<file path="src/rtl/ex_hazard_scheduler.sv">
// ex_hazard_scheduler: EX/MEM/WB destination tracking, operand-forward selects,
// load-use / memory-wait stalls and taken-branch flush.  Rev 1.0
`default_nettype none

module ex_hazard_scheduler #(
  parameter bit FWD_EN = 1'b1
) (
  input  logic       clk,
  input  logic       rst,
  input  logic       id_valid,
  input  logic [3:0] id_src1,
  input  logic [3:0] id_src2,
  input  logic       id_two_src,
  input  logic       id_wb_en,
  input  logic       id_mem_r_en,
  input  logic [3:0] id_dest,
  input  logic       branch_taken,
  input  logic       mem_stall,
  output logic       freeze,
  output logic       flush,
  output logic [1:0] sel_src1,
  output logic [1:0] sel_src2
);

  typedef struct packed {
    logic       valid;
    logic       wb_en;
    logic       mem_r_en;
    logic [3:0] dest;
    logic [3:0] src1;
    logic [3:0] src2;
    logic       two_src;
  } ex_slot_t;

  typedef struct packed {
    logic       valid;
    logic       wb_en;
    logic       mem_r_en;
    logic [3:0] dest;
  } mem_slot_t;

  ex_slot_t  ex_q;
  ex_slot_t  id_slot;
  mem_slot_t mem_q;
  logic       wb_valid;
  logic       wb_wb_en;
  logic [3:0] wb_dest;

  logic hz1;
  logic hz2;
  logic hazard;
  logic flush_raw;
  logic issue;

  function automatic logic match(input logic v, input logic we,
                                 input logic [3:0] d, input logic [3:0] r);
    return v & we & (d == r);
  endfunction

  assign id_slot = '{valid: 1'b1, wb_en: id_wb_en, mem_r_en: id_mem_r_en,
                     dest: id_dest, src1: id_src1, src2: id_src2,
                     two_src: id_two_src};

  always_comb begin
    hz1 = 1'b0;
    hz2 = 1'b0;
    if (FWD_EN) begin
      hz1 = match(ex_q.valid, ex_q.wb_en, ex_q.dest, id_src1) & ex_q.mem_r_en;
      hz2 = match(ex_q.valid, ex_q.wb_en, ex_q.dest, id_src2) & ex_q.mem_r_en;
    end else begin
      hz1 = match(ex_q.valid, ex_q.wb_en, ex_q.dest, id_src1) |
            match(mem_q.valid, mem_q.wb_en, mem_q.dest, id_src1);
      hz2 = match(ex_q.valid, ex_q.wb_en, ex_q.dest, id_src2) |
            match(mem_q.valid, mem_q.wb_en, mem_q.dest, id_src2);
    end
    hazard    = id_valid & (hz1 | (id_two_src & hz2));
    flush_raw = branch_taken & ex_q.valid & ~mem_stall;
    issue     = id_valid & ~hazard & ~flush_raw & ~mem_stall;
  end

  // Outputs forced low while reset is held so a pending stall/flush never leaks out.
  assign flush  = flush_raw & ~rst;
  assign freeze = ~rst & (mem_stall | (hazard & ~flush_raw));

  always_comb begin
    sel_src1 = 2'b00;
    sel_src2 = 2'b00;
    if (FWD_EN && ex_q.valid) begin
      if (match(mem_q.valid, mem_q.wb_en, mem_q.dest, ex_q.src1) & ~mem_q.mem_r_en)
        sel_src1 = 2'b10;
      else if (match(wb_valid, wb_wb_en, wb_dest, ex_q.src1))
        sel_src1 = 2'b01;
      if (ex_q.two_src) begin
        if (match(mem_q.valid, mem_q.wb_en, mem_q.dest, ex_q.src2) & ~mem_q.mem_r_en)
          sel_src2 = 2'b10;
        else if (match(wb_valid, wb_wb_en, wb_dest, ex_q.src2))
          sel_src2 = 2'b01;
      end
    end
  end

  always_ff @(posedge clk or posedge rst) begin
    if (rst) begin
      ex_q     <= '0;
      mem_q    <= '0;
      wb_valid <= 1'b0;
      wb_wb_en <= 1'b0;
      wb_dest  <= 4'd0;
    end else if (!mem_stall) begin
      wb_valid <= mem_q.valid;
      wb_wb_en <= mem_q.wb_en;
      wb_dest  <= mem_q.dest;
      mem_q    <= '{valid: ex_q.valid, wb_en: ex_q.wb_en,
                    mem_r_en: ex_q.mem_r_en, dest: ex_q.dest};
      ex_q     <= issue ? id_slot : '0;
    end
  end

endmodule

`default_nettype wire

</file>
<file path="config.mk">
export PLATFORM = sky130hd
export DESIGN_NAME = ex_hazard_scheduler
export DESIGN_NICKNAME = d
export VERILOG_FILES = /design/src/rtl/ex_hazard_scheduler.sv
export SDC_FILE = /design/constraint.sdc
export NUM_CORES = 1
export LEC_CHECK = 0
export CAP_MARGIN = 20
export CORE_ASPECT_RATIO = 0.6
export CORE_MARGIN = 2
export CORE_UTILIZATION = 39
export CTS_CLUSTER_SIZE = 28
export DETAILED_ROUTE_END_ITERATION = 10
export GPL_TIMING_DRIVEN = 0
export PLACE_DENSITY = 0.63
export RECOVER_POWER = 50
export SYNTH_ARGS = -nofsm -noshare
export SYNTH_HDL_FRONTEND = slang
export SYNTH_SLANG_ARGS = --single-unit
</file>
<file path="constraint.sdc">
create_clock -name clk -period 3.9 [get_ports clk]
set_input_delay 0.39 -clock clk [delete_from_list [all_inputs] [get_ports clk]]
set_output_delay 0.39 -clock clk [all_outputs]
set_load 0.01 [all_outputs]
</file>
* After elaboration in Yosys (flattened, before gate mapping) *
Index checks and enable logic that the tools add are counted.

cells by class
  equality and inequality tests = 6
  bitwise logic cells = 30
  mux-type cells = 8

operators by type and width
  operator             number
  equality test 4 bit  6
  AND 1 bit            23
  2-to-1 mux 16 bit    1
  2-to-1 mux 2 bit     5
  NOT 1 bit            5
  2-to-1 mux 1 bit     2
  OR 1 bit             2

word-level totals
  output and inout port bits = 6
  bits of input ports = 20
  bits in registers = 29

* Logic depth before layout (Yosys ltp) *
Gate-level depths: netlist of the first run.

  depth after elaboration = 11
  depth in mapped cells = 6

* Least setup slack after synthesis of the first run *
OpenSTA, ideal clock, no wires.

  path kind = flip-flop to output port
  from = register ex_q[11] (netlist name)
  to = output freeze
  path slack = 2.083 ns
  required time = 3.510 ns
  cell stages (with the launch flop) = 5
  path buffers = 0
  arrival time = 1.427 ns
  cell sequence = dfrtp_1 xor2_1 nor4_2 nor2_1 o31ai_1

between the ends
  longest elaborated chain between the ends = 9
  elaborated cells on any way between the ends = 12
  those cells by class = 2 x eq/ne; 10 x bitwise

ends and longest elaborated chain
  what                    line  source
  start, declared         42    ex_slot_t ex_q;
  start signal, assigned  115   ex_q <= issue ? id_slot : '0;
  equality test 4 bit     --
  AND 1 bit               --
  AND 1 bit               69    hz2 = match(ex_q.valid, ex_q.wb_en, ex_q.dest, id_src2) & ex_q.mem_r_en;
  AND 1 bit               76    hazard = id_valid & (hz1 | (id_two_src & hz2));
  OR 1 bit *              76
  AND 1 bit *             76
  AND 1 bit *             83    assign freeze = ~rst & (mem_stall | (hazard & ~flush_raw));
  OR 1 bit *              83
  AND 1 bit *             83
  end, declared           19    output logic freeze,

Every way passes the cells marked *; elsewhere a longest branch is shown, timed or not.

* Worst setup path after layout of the first run *
  from = input id_src1[1]
  to = output freeze

between the ends
  longest elaborated chain between the ends = 8

ends and longest elaborated chain
  what                 line  source
  start, declared      11    input logic [3:0] id_src1,
  equality test 4 bit  --
  AND 1 bit            --
  AND 1 bit            68    hz1 = match(ex_q.valid, ex_q.wb_en, ex_q.dest, id_src1) & ex_q.mem_r_en;
  OR 1 bit             76
  AND 1 bit            76
  AND 1 bit            83
  OR 1 bit             83
  AND 1 bit            83

No other way between the ends.

==> results.toml, run 1 <==
[yosys]
synth_area_um2 = 1424
synth.avg_cell_area_um2 = 12.60
yosysSeqAreaShare_pct = 50.97
yosys_warnings = 0
synth_top_area_share_pct = 50.97
synth_edf_count = 0
netlist_instances = 113
synth.distinct_cells = 24
yosysMostFrequentCell = "dfrtp_1"
synth_seq_cells = 29
synthTopCellsByCount = "dfrtp_1 (29), xnor2_1 (18), mux2_2 (13)"
synthTopCellsByArea = "dfrtp_1 (51%), xnor2_1 (11%), mux2_2 (10%)"
synth_top_area_cell = "dfrtp_1"
synthArstFlopShare_pct = 100.0
synth_ff_type = "dfrtp_1"
syn-num-nets = 133

[timing]
tightest_slew_ps = 1121
maxSlewHeadroom_pct = 24.57
finalHoldViolCount = 0
rsz0062_at_grt = "false"
finalCritPeriodShare_pct = 70.94
finalClockSkew_ps = 3.061
clock.fmax_mhz = 361.4
period_minus_slack_ps = 2767
setup_tns_ps = 0
finalSetupViolations = 0
maxSlewViolCount = 0
fin_hold_ws_ps = 506.0

[clock_tree]
root_buffer = "clkbuf_8"
cts_setup_buffers = 0
worstSkewPairLatency_ps = 280
clockBufferDepth = 2
cts_tree = "yes"
clkSinkCount = 29
postCtsHoldBufs = 0
cts_buffers = 5
post_cts_resized = 0
cts_max_level = 2
clk_pin_slew_worst_paths_ps = 60

[layout]
area_growth_syn_to_layout_pct = 30.14
fill_cells = 307
instances_no_fill = 192
design_area_um2 = 1853
final_util_pct = 55.10
nNetsFinal = 166
drive_above_1_share_pct = 21.77
insertedDiodeCount = 0

[power_and_ir_drop]
p_leak_uw = 0.0007980
vdd_drop_max_uv = 209.0
p_per_area_nw_per_um2 = 442.3

[global_route]
grt_max_degree = 23
grt_usage_pct = 18.66
grt_antenna_before_repair = 0
grt-ovfl-total = 0
grt_pass1_vias = 1081
grt_first_pass_wirelength_um = 5568

[floorplanning]
die_area_um2 = 4166
core-area_um2 = 3363
fp.dieW_um = 82.01
die_height_um = 50.81
start_util_pct = 42.34
io_pins = 26
rows = 16

[outcome]
outcome = "finished, final reports clean"

[route]
vias = 993
post_drt_via_cell_ratio = 5.172
routed_wl_um = 3267
drcViolationCount = 0
dr.pass1.iters = 4
drt-initial-drc-count = 70
final_antenna_net_count = 0
wl_per_cell_um = 17.02

[place]
io_buffers = 25
dpl.hpwl_um = 2512
dp.cells = 184
place_area_um2 = 1758
place.gp.congestion = 0.7256

[worst_setup_path]
crit_required_ps = 3510
worst-setup-path-type = "primary input to output pin"
path_max_fanout = 2
cp-start-kind = "primary input"
cp_data_arrival_time_ps = 2380
end_kind = "output pin"

[min_path]
worstHoldPathType = "flip-flop to flip-flop"

[run]
cap_violations = 0
[per-stage QoR]
step	setup WS (ps)	total power, µW
6_report	1133	819.6
5_1_grt	992.0	859.7
4_1_cts	1089	832.8
3_5_place_dp	1104	509.5
3_3_place_gp	996.3	497.7
2_1_floorplan	2083	452.3
[power breakdown]
| part | internal [µW] | total, µW | leakage [µW] | switching (µW) |
|---|---|---|---|---|
| logic | 80.5 | 132 | 0.000359 | 51.7 |
| clock network | 208 | 320 | 0.0000585 | 112 |
| registers | 332 | 368 | 0.000380 | 35.7 |
[layout by cell type, fill, tap and decap left out, types with 3 or more instances in the layout]
master,synthesis,routed
dfrtp_1,29,29
clkbuf_8,0,6
mux2_2,13,13
nand2_1,3,3
nor2_1,5,5
nor4_1,1,3
a22o_1,6,6
clkbuf_1,3,4
a22o_2,9,9
clkdlybuf4s50_1,0,23
xnor2_1,18,18
nand4_1,6,6
xor2_1,6,6
[worst max-delay path, cell delays in order]
cell and delay (ps):
clkdlybuf4s50_1 500, xnor2_1 130, nand4_1 120, nor4_1 300, nor2_1 100, o31ai_1 250, clkdlybuf4s50_1 580
[kinds of logic (layout without fill, tap and decap cells)]
kind of cell    Yosys count  in the layout  share of synthesized area (%)
compound gates           17             17                          11.07
xor+xnor                 24             24                          14.76
buf+inv                   6             40                          2.196
flops                    29             29                          50.97
mux                      13             13                          10.28
simple gates             24             24                          10.72
[registers in the layout, indices dropped and copies added (netlist names)]
signal and cells:
wb_dest 4, wb_valid 1, ex_q 16, wb_wb_en 1, mem_q 7
[per-layer routing]
layer	vias to the layer above	track usage (%)	routed length [µm]
met2	24	26.96	1378
li1	477	-	-
met5	-	0	0
met1	487	27.13	1723
met3	5	5.036	138
met4	0	5.833	26
[final cells by class]
type | count | area, µm² | share of cell area, %
multi-input combinational | 78 | 645.6 | 34.84
timing repair buffer | 26 | 277.8 | 14.99
inverter | 1 | 3.754 | 0.2026
clock buffer | 7 | 86.33 | 4.659
tap | 45 | 56.30 | 3.038
sequential | 29 | 725.7 | 39.16
buffer | 5 | 27.53 | 1.485
clock inverter | 1 | 30.03 | 1.621
[path summary, 6_finish.rpt]
check,from,to,slack (ps),depth (start not counted)
min in group asynchronous,rst,ex_q[14]$_DFFE_PP0N_,610,2
max reg2reg,ex_q[10]$_DFFE_PP0N_,ex_q[5]$_DFFE_PP0N_,1710,6
max in group asynchronous,rst,mem_q[2]$_DFFE_PP0N_,2830,3
min reg2reg,mem_q[4]$_DFFE_PP0N_,mem_q[4]$_DFFE_PP0N_,510,1
min,mem_q[4]$_DFFE_PP0N_,mem_q[4]$_DFFE_PP0N_,510,1
max,id_src1[1],freeze,1130,7
Power figures use the tool's default switching activity.
==> run 2: changes to the inputs <==
==> constraint.sdc (replaced) <==
create_clock -name clk -period 2.9 [get_ports clk]
set_input_delay 0.29 -clock clk [delete_from_list [all_inputs] [get_ports clk]]
set_output_delay 0.29 -clock clk [all_outputs]
set_load 0.01 [all_outputs]
==> run 2 against run 1 <==
Final cell count did not move. Die area unchanged. Wire length decreased by 0.64%. Combinational power up 36%. First-iteration DRC count did not move. Global-route usage did not move. Sequential power increased by 34%. Flip-flop and latch count is the same. Setup slack worse by 720 ps. Sequential share of layout area is 0.13 points lower. Critical endpoint unchanged. Largest cell class unchanged. Highest routed layer unchanged.
==> results.toml, run 2 (synthesis results as in run 1) <==
[layout]
largestRegisters = "ex_q: 16 flops, mem_q: 7 flops, wb_dest: 4 flops"
regMostFlops = "ex_q"
final_cell_mix = "dfrtp_1 (29), clkdlybuf4s50_1 (23), xnor2_1 (18), mux2_2 (13), a22o_2 (9)"
nNetsFinal = 166
instances_no_fill = 192
fill_cells = 305
drive_above_1_share_pct = 22.45
final_common_cell = "dfrtp_1"
insertedDiodeCount = 0
largest_reg_flops = 16
area_growth_syn_to_layout_pct = 30.58
final_util_pct = 55.28

[run]
cap_violations = 0

[worst_setup_path]
cp-start-kind = "primary input"
end_kind = "output pin"
path_max_fanout = 2
worst-setup-path-type = "primary input to output pin"
cp_data_arrival_time_ps = 2200
crit_required_ps = 2610

[power_and_ir_drop]
p_leak_uw = 0.0007982
vdd_drop_max_uv = 279.8
p_per_area_nw_per_um2 = 593.7

[timing]
finalSetupViolations = 0
period_minus_slack_ps = 2487
finalCritPeriodShare_pct = 85.75
clock.fmax_mhz = 402.1
tightest_slew_ps = 1106
finalClockSkew_ps = 2.960
maxSlewViolCount = 0
finalHoldViolCount = 0
rsz0062_at_grt = "false"
maxSlewHeadroom_pct = 25.56
setup_tns_ps = 0

[route]
drt-initial-drc-count = 70
vias = 994
dr.pass1.iters = 4
wl_per_cell_um = 16.91
post_drt_via_cell_ratio = 5.177
routed_wl_um = 3246
final_antenna_net_count = 0
drcViolationCount = 0

[clock_tree]
root_buffer = "clkbuf_8"
cts_max_level = 2
post_cts_resized = 0
postCtsHoldBufs = 0
clk_pin_slew_worst_paths_ps = 60
worstSkewPairLatency_ps = 280
cts_tree = "yes"
clockBufferDepth = 2
clkSinkCount = 29
cts_setup_buffers = 0
cts_buffers = 5

[floorplanning]
core-area_um2 = 3363
die_area_um2 = 4166
rows = 16
io_pins = 26
start_util_pct = 42.34
die_height_um = 50.81
fp.dieW_um = 82.01

[global_route]
grt-ovfl-total = 0
grt_antenna_before_repair = 0
grt_pass1_vias = 1081
grt_usage_pct = 18.66
grt_first_pass_wirelength_um = 5568
grt_max_degree = 23

[place]
dpl.hpwl_um = 2512
place.gp.congestion = 0.7256
dp.cells = 184
io_buffers = 25

[min_path]
worstHoldPathType = "primary input to async pin"

[outcome]
outcome = "finished, final reports clean"
## run 2: cell counts in the layout (fill, tap and decap cells not counted)
Identical to the previous run, type by type.
## run 2: metrics by stage
stage,hold slack [ps],area [µm²],setup slack [ps],total power (µW)
2_1_floorplan,376.6,1424,1183,608.2
3_3_place_gp,491.7,1730,196.3,669.3
3_5_place_dp,493.0,1758,303.9,685.2
4_1_cts,396.3,1874,282.4,1120
5_1_grt,531.4,1859,248.8,1157
6_report,506.2,1859,413.2,1104
## run 2: worst paths after layout
kind / slack, ps / depth (start not counted) / end / startpoint
worst max-delay path: 410 / 7 / freeze / id_src1[1]
worst max register to register: 720 / 6 / ex_q[5]$_DFFE_PP0N_ / ex_q[10]$_DFFE_PP0N_
worst min-delay path: 510 / 2 / ex_q[14]$_DFFE_PP0N_ / rst
max in group asynchronous: 1930 / 3 / mem_q[2]$_DFFE_PP0N_ / rst
min in group clk: 510 / 1 / mem_q[4]$_DFFE_PP0N_ / mem_q[4]$_DFFE_PP0N_
worst min register to register: 510 / 1 / mem_q[4]$_DFFE_PP0N_ / mem_q[4]$_DFFE_PP0N_
## run 2: critical path: stages
cell and delay, ps:
clkdlybuf4s50_1 500, xnor2_1 140, nand4_1 130, nor4_2 210, nor2_1 100, o31ai_1 240
clkdlybuf4s50_1 580
## run 2: layout make-up
cell class              instances  area, µm²  share of cell area (%)
clock buffers                   7      86.33                   4.643
plain buffers                   5      27.53                   1.480
multi-input cells              78      651.9                   35.06
repair buffers                 26      277.8                   14.94
clock inverters                 1      30.03                   1.615
inverters                       1      3.754                  0.2019
flip-flops and latches         29      725.7                   39.03
well taps                      45      56.30                   3.028
## run 2: power breakdown
part           switching, µW  internal, µW
clock network            151           280
logic                   70.2           108
registers               47.7           447
total                    269           835
## run 2: routing by layer
layer  wire [µm]  global-route usage (%)  part of all wire (%)
met1        1694                   27.13                    52
met2        1415                   26.96                    44
met5           0                       0                     0
met4          20                   5.833                  0.62
met3         115                   5.036                   3.5
==> run 3: changes to the inputs <==
--- a/config.mk
+++ b/config.mk
@@ -5,14 +5,15 @@
 export SDC_FILE = /design/constraint.sdc
 export NUM_CORES = 1
 export LEC_CHECK = 0
+export ABC_CLOCK_PERIOD_IN_PS = 2900
 export CAP_MARGIN = 20
 export CORE_ASPECT_RATIO = 0.6
 export CORE_MARGIN = 2
-export CORE_UTILIZATION = 39
+export CORE_UTILIZATION = 51
 export CTS_CLUSTER_SIZE = 28
 export DETAILED_ROUTE_END_ITERATION = 10
 export GPL_TIMING_DRIVEN = 0
-export PLACE_DENSITY = 0.63
+export PLACE_DENSITY = 0.79
 export RECOVER_POWER = 50
 export SYNTH_ARGS = -nofsm -noshare
 export SYNTH_HDL_FRONTEND = slang
==> run 3 against run 2 <==
Non-clock buffer count unchanged. First-iteration DRC count rose by 30%. Setup slack lost 99 ps. Sequential share of layout area is 1.3 points higher. Clock skew increased by 3.0 ps. Count of clock-buffer cells in the layout up 1. Fmax down 3.8%.
==> results.toml, run 3 (synthesis results as in run 1) <==
[layout]
final_util_pct = 69.83
insertedDiodeCount = 0
largestRegisters = "ex_q: 16 flops, mem_q: 7 flops, wb_dest: 4 flops"
instances_no_fill = 179
area_growth_syn_to_layout_pct = 26.27
nNetsFinal = 166
final_common_cell = "dfrtp_1"
largest_reg_flops = 16
regMostFlops = "ex_q"
design_area_um2 = 1798
drive_above_1_share_pct = 21.09
final_cell_mix = "dfrtp_1 (29), clkdlybuf4s50_1 (23), xnor2_1 (18), mux2_2 (13), a22o_2 (9)"

[route]
routed_wl_um = 3188
drt-initial-drc-count = 91
final_antenna_net_count = 0
dr.pass1.iters = 4
post_drt_via_cell_ratio = 5.782
drcViolationCount = 0
wl_per_cell_um = 17.81
vias = 1035

[global_route]
grt_usage_pct = 21.84
grt_pass1_vias = 1016
grt_max_degree = 31
grt_antenna_before_repair = 0
grt_first_pass_wirelength_um = 5071
grt-ovfl-total = 0

[place]
place.gp.congestion = 0.7986
io_buffers = 25
place_area_um2 = 1714
dp.cells = 170
dpl.hpwl_um = 2254

[worst_setup_path]
cp_data_arrival_time_ps = 2300
end_kind = "output pin"
crit_chain = "clkdlybuf4s50_1, xnor2_1, nand4_1, nor4_2, nor2_1, o31ai_1, clkdlybuf4s50_1"
worst-setup-path-type = "primary input to output pin"
crit_top_cell = "clkdlybuf4s50_1"
cp-start-kind = "primary input"
critPathTopFamily = "buffers and inverters"
crit_slowest_cell = "clkdlybuf4s50_1"
path_max_fanout = 2
slowest_delay_ps = 570
worst-path-buf-inv = 2
crit_required_ps = 2610

[clock_tree]
cts_max_level = 2
cts_tree = "yes"
postCtsHoldBufs = 0
root_buffer = "clkbuf_8"
worstSkewPairLatency_ps = 280
clkSinkCount = 29
cts_buffers = 5
clockBufferDepth = 2
cts_setup_buffers = 0
clk_pin_slew_worst_paths_ps = 60
post_cts_resized = 0

[timing]
period_minus_slack_ps = 2586
rsz0062_at_grt = "false"
setup_tns_ps = 0
tightest_slew_ps = 757.9
finalHoldViolCount = 0
maxSlewHeadroom_pct = 49.47
finalSetupViolations = 0
finalClockSkew_ps = 5.952
maxSlewViolCount = 0
fin_hold_ws_ps = 500.3
finalCritPeriodShare_pct = 89.18
clock.fmax_mhz = 386.7

[min_path]
worstHoldPathType = "flip-flop to flip-flop"

[power_and_ir_drop]
p_leak_uw = 0.0007700
switching_share_pct = 26.97
clockPowerShare_pct = 32.1
combinationalPowerShare_pct = 18.0
vdd_drop_max_uv = 375.9
p_seq_share_pct = 49.9
p_int_uw = 722.4
p_per_area_nw_per_um2 = 550.2
p_sw_uw = 266.8

[floorplanning]
io_pins = 26
start_util_pct = 55.30
core-area_um2 = 2575
rows = 14
die_height_um = 44.93
die_area_um2 = 3245
fp.dieW_um = 72.22

[outcome]
outcome = "finished, final reports clean"

[run]
cap_violations = 0
[run 3: changes by cell type in the layout (fill, tap and decap cells not counted)]
cell	delta
buf_16	-1
bufinv_16	-1
clkbuf_1	+3
clkbuf_8	-1
nor4_1	-1
nor4_4	+1
[run 3: final timing paths]
| kind | from | end | slack [ps] | cells after the start |
|---|---|---|---|---|
| worst min register to register | mem_q[4]$_DFFE_PP0N_ | mem_q[4]$_DFFE_PP0N_ | 500 | 1 |
| max in group asynchronous | rst | ex_q[11]$_DFFE_PP0N_ | 1260 | 3 |
| worst min-delay path | mem_q[4]$_DFFE_PP0N_ | mem_q[4]$_DFFE_PP0N_ | 500 | 1 |
| worst max-delay path | id_src1[1] | freeze | 310 | 7 |
| worst max register to register | ex_q[12]$_DFFE_PP0N_ | ex_q[13]$_DFFE_PP0N_ | 1130 | 5 |
| min in group asynchronous | rst | ex_q[4]$_DFFE_PP0N_ | 570 | 2 |
[run 3: stage by stage]
step / total power, µW / worst slack [ps]
floorplan: 608.2 / 1183
global placement: 668.9 / 242.3
detailed placement: 676.7 / 190.4
CTS: 994.2 / 197.2
global route: 1031 / 218.3
finish: 989.2 / 313.8
[run 3: power by group through the flow]
| stage | registers (µW) | clock network (µW) | logic [µW] |
|---|---|---|---|
| after floorplan | 486 | 0 | 122 |
| after global placement | 496 | 0 | 173 |
| after detailed placement | 500 | 0 | 177 |
| after CTS | 492 | 323 | 179 |
| after global routing | 500 | 337 | 194 |
| final | 494 | 317 | 178 |
[run 3: layout make-up]
class                      instances  area (µm²)
inverter                           1       3.754
timing repair buffer              26       254.0
multi-input combinational         78       666.9
buffer                             5       27.53
fill                             190       777.0
sequential                        29       725.7
clock buffer                       8       80.08
tap                               32       40.04
[run 3: metal layers]
layer  vias up  wire [µm]  GRT usage, %
li1        475          -             -
met1       519       1510         30.77
met2        35       1456         33.76
met3         6        184         5.580
met4         0         37         6.792
met5         -          0             0
[run 3: worst register-to-register path: cells and delay by family (launching register included)]
family / cells / cell delay, ps
AOI/OAI and AO/OA: 1 / 140
xor gates and xnor gates: 1 / 280
buffers and inverters: 1 / 220
DFF: 1 / 430
and+or+nand+nor: 2 / 640
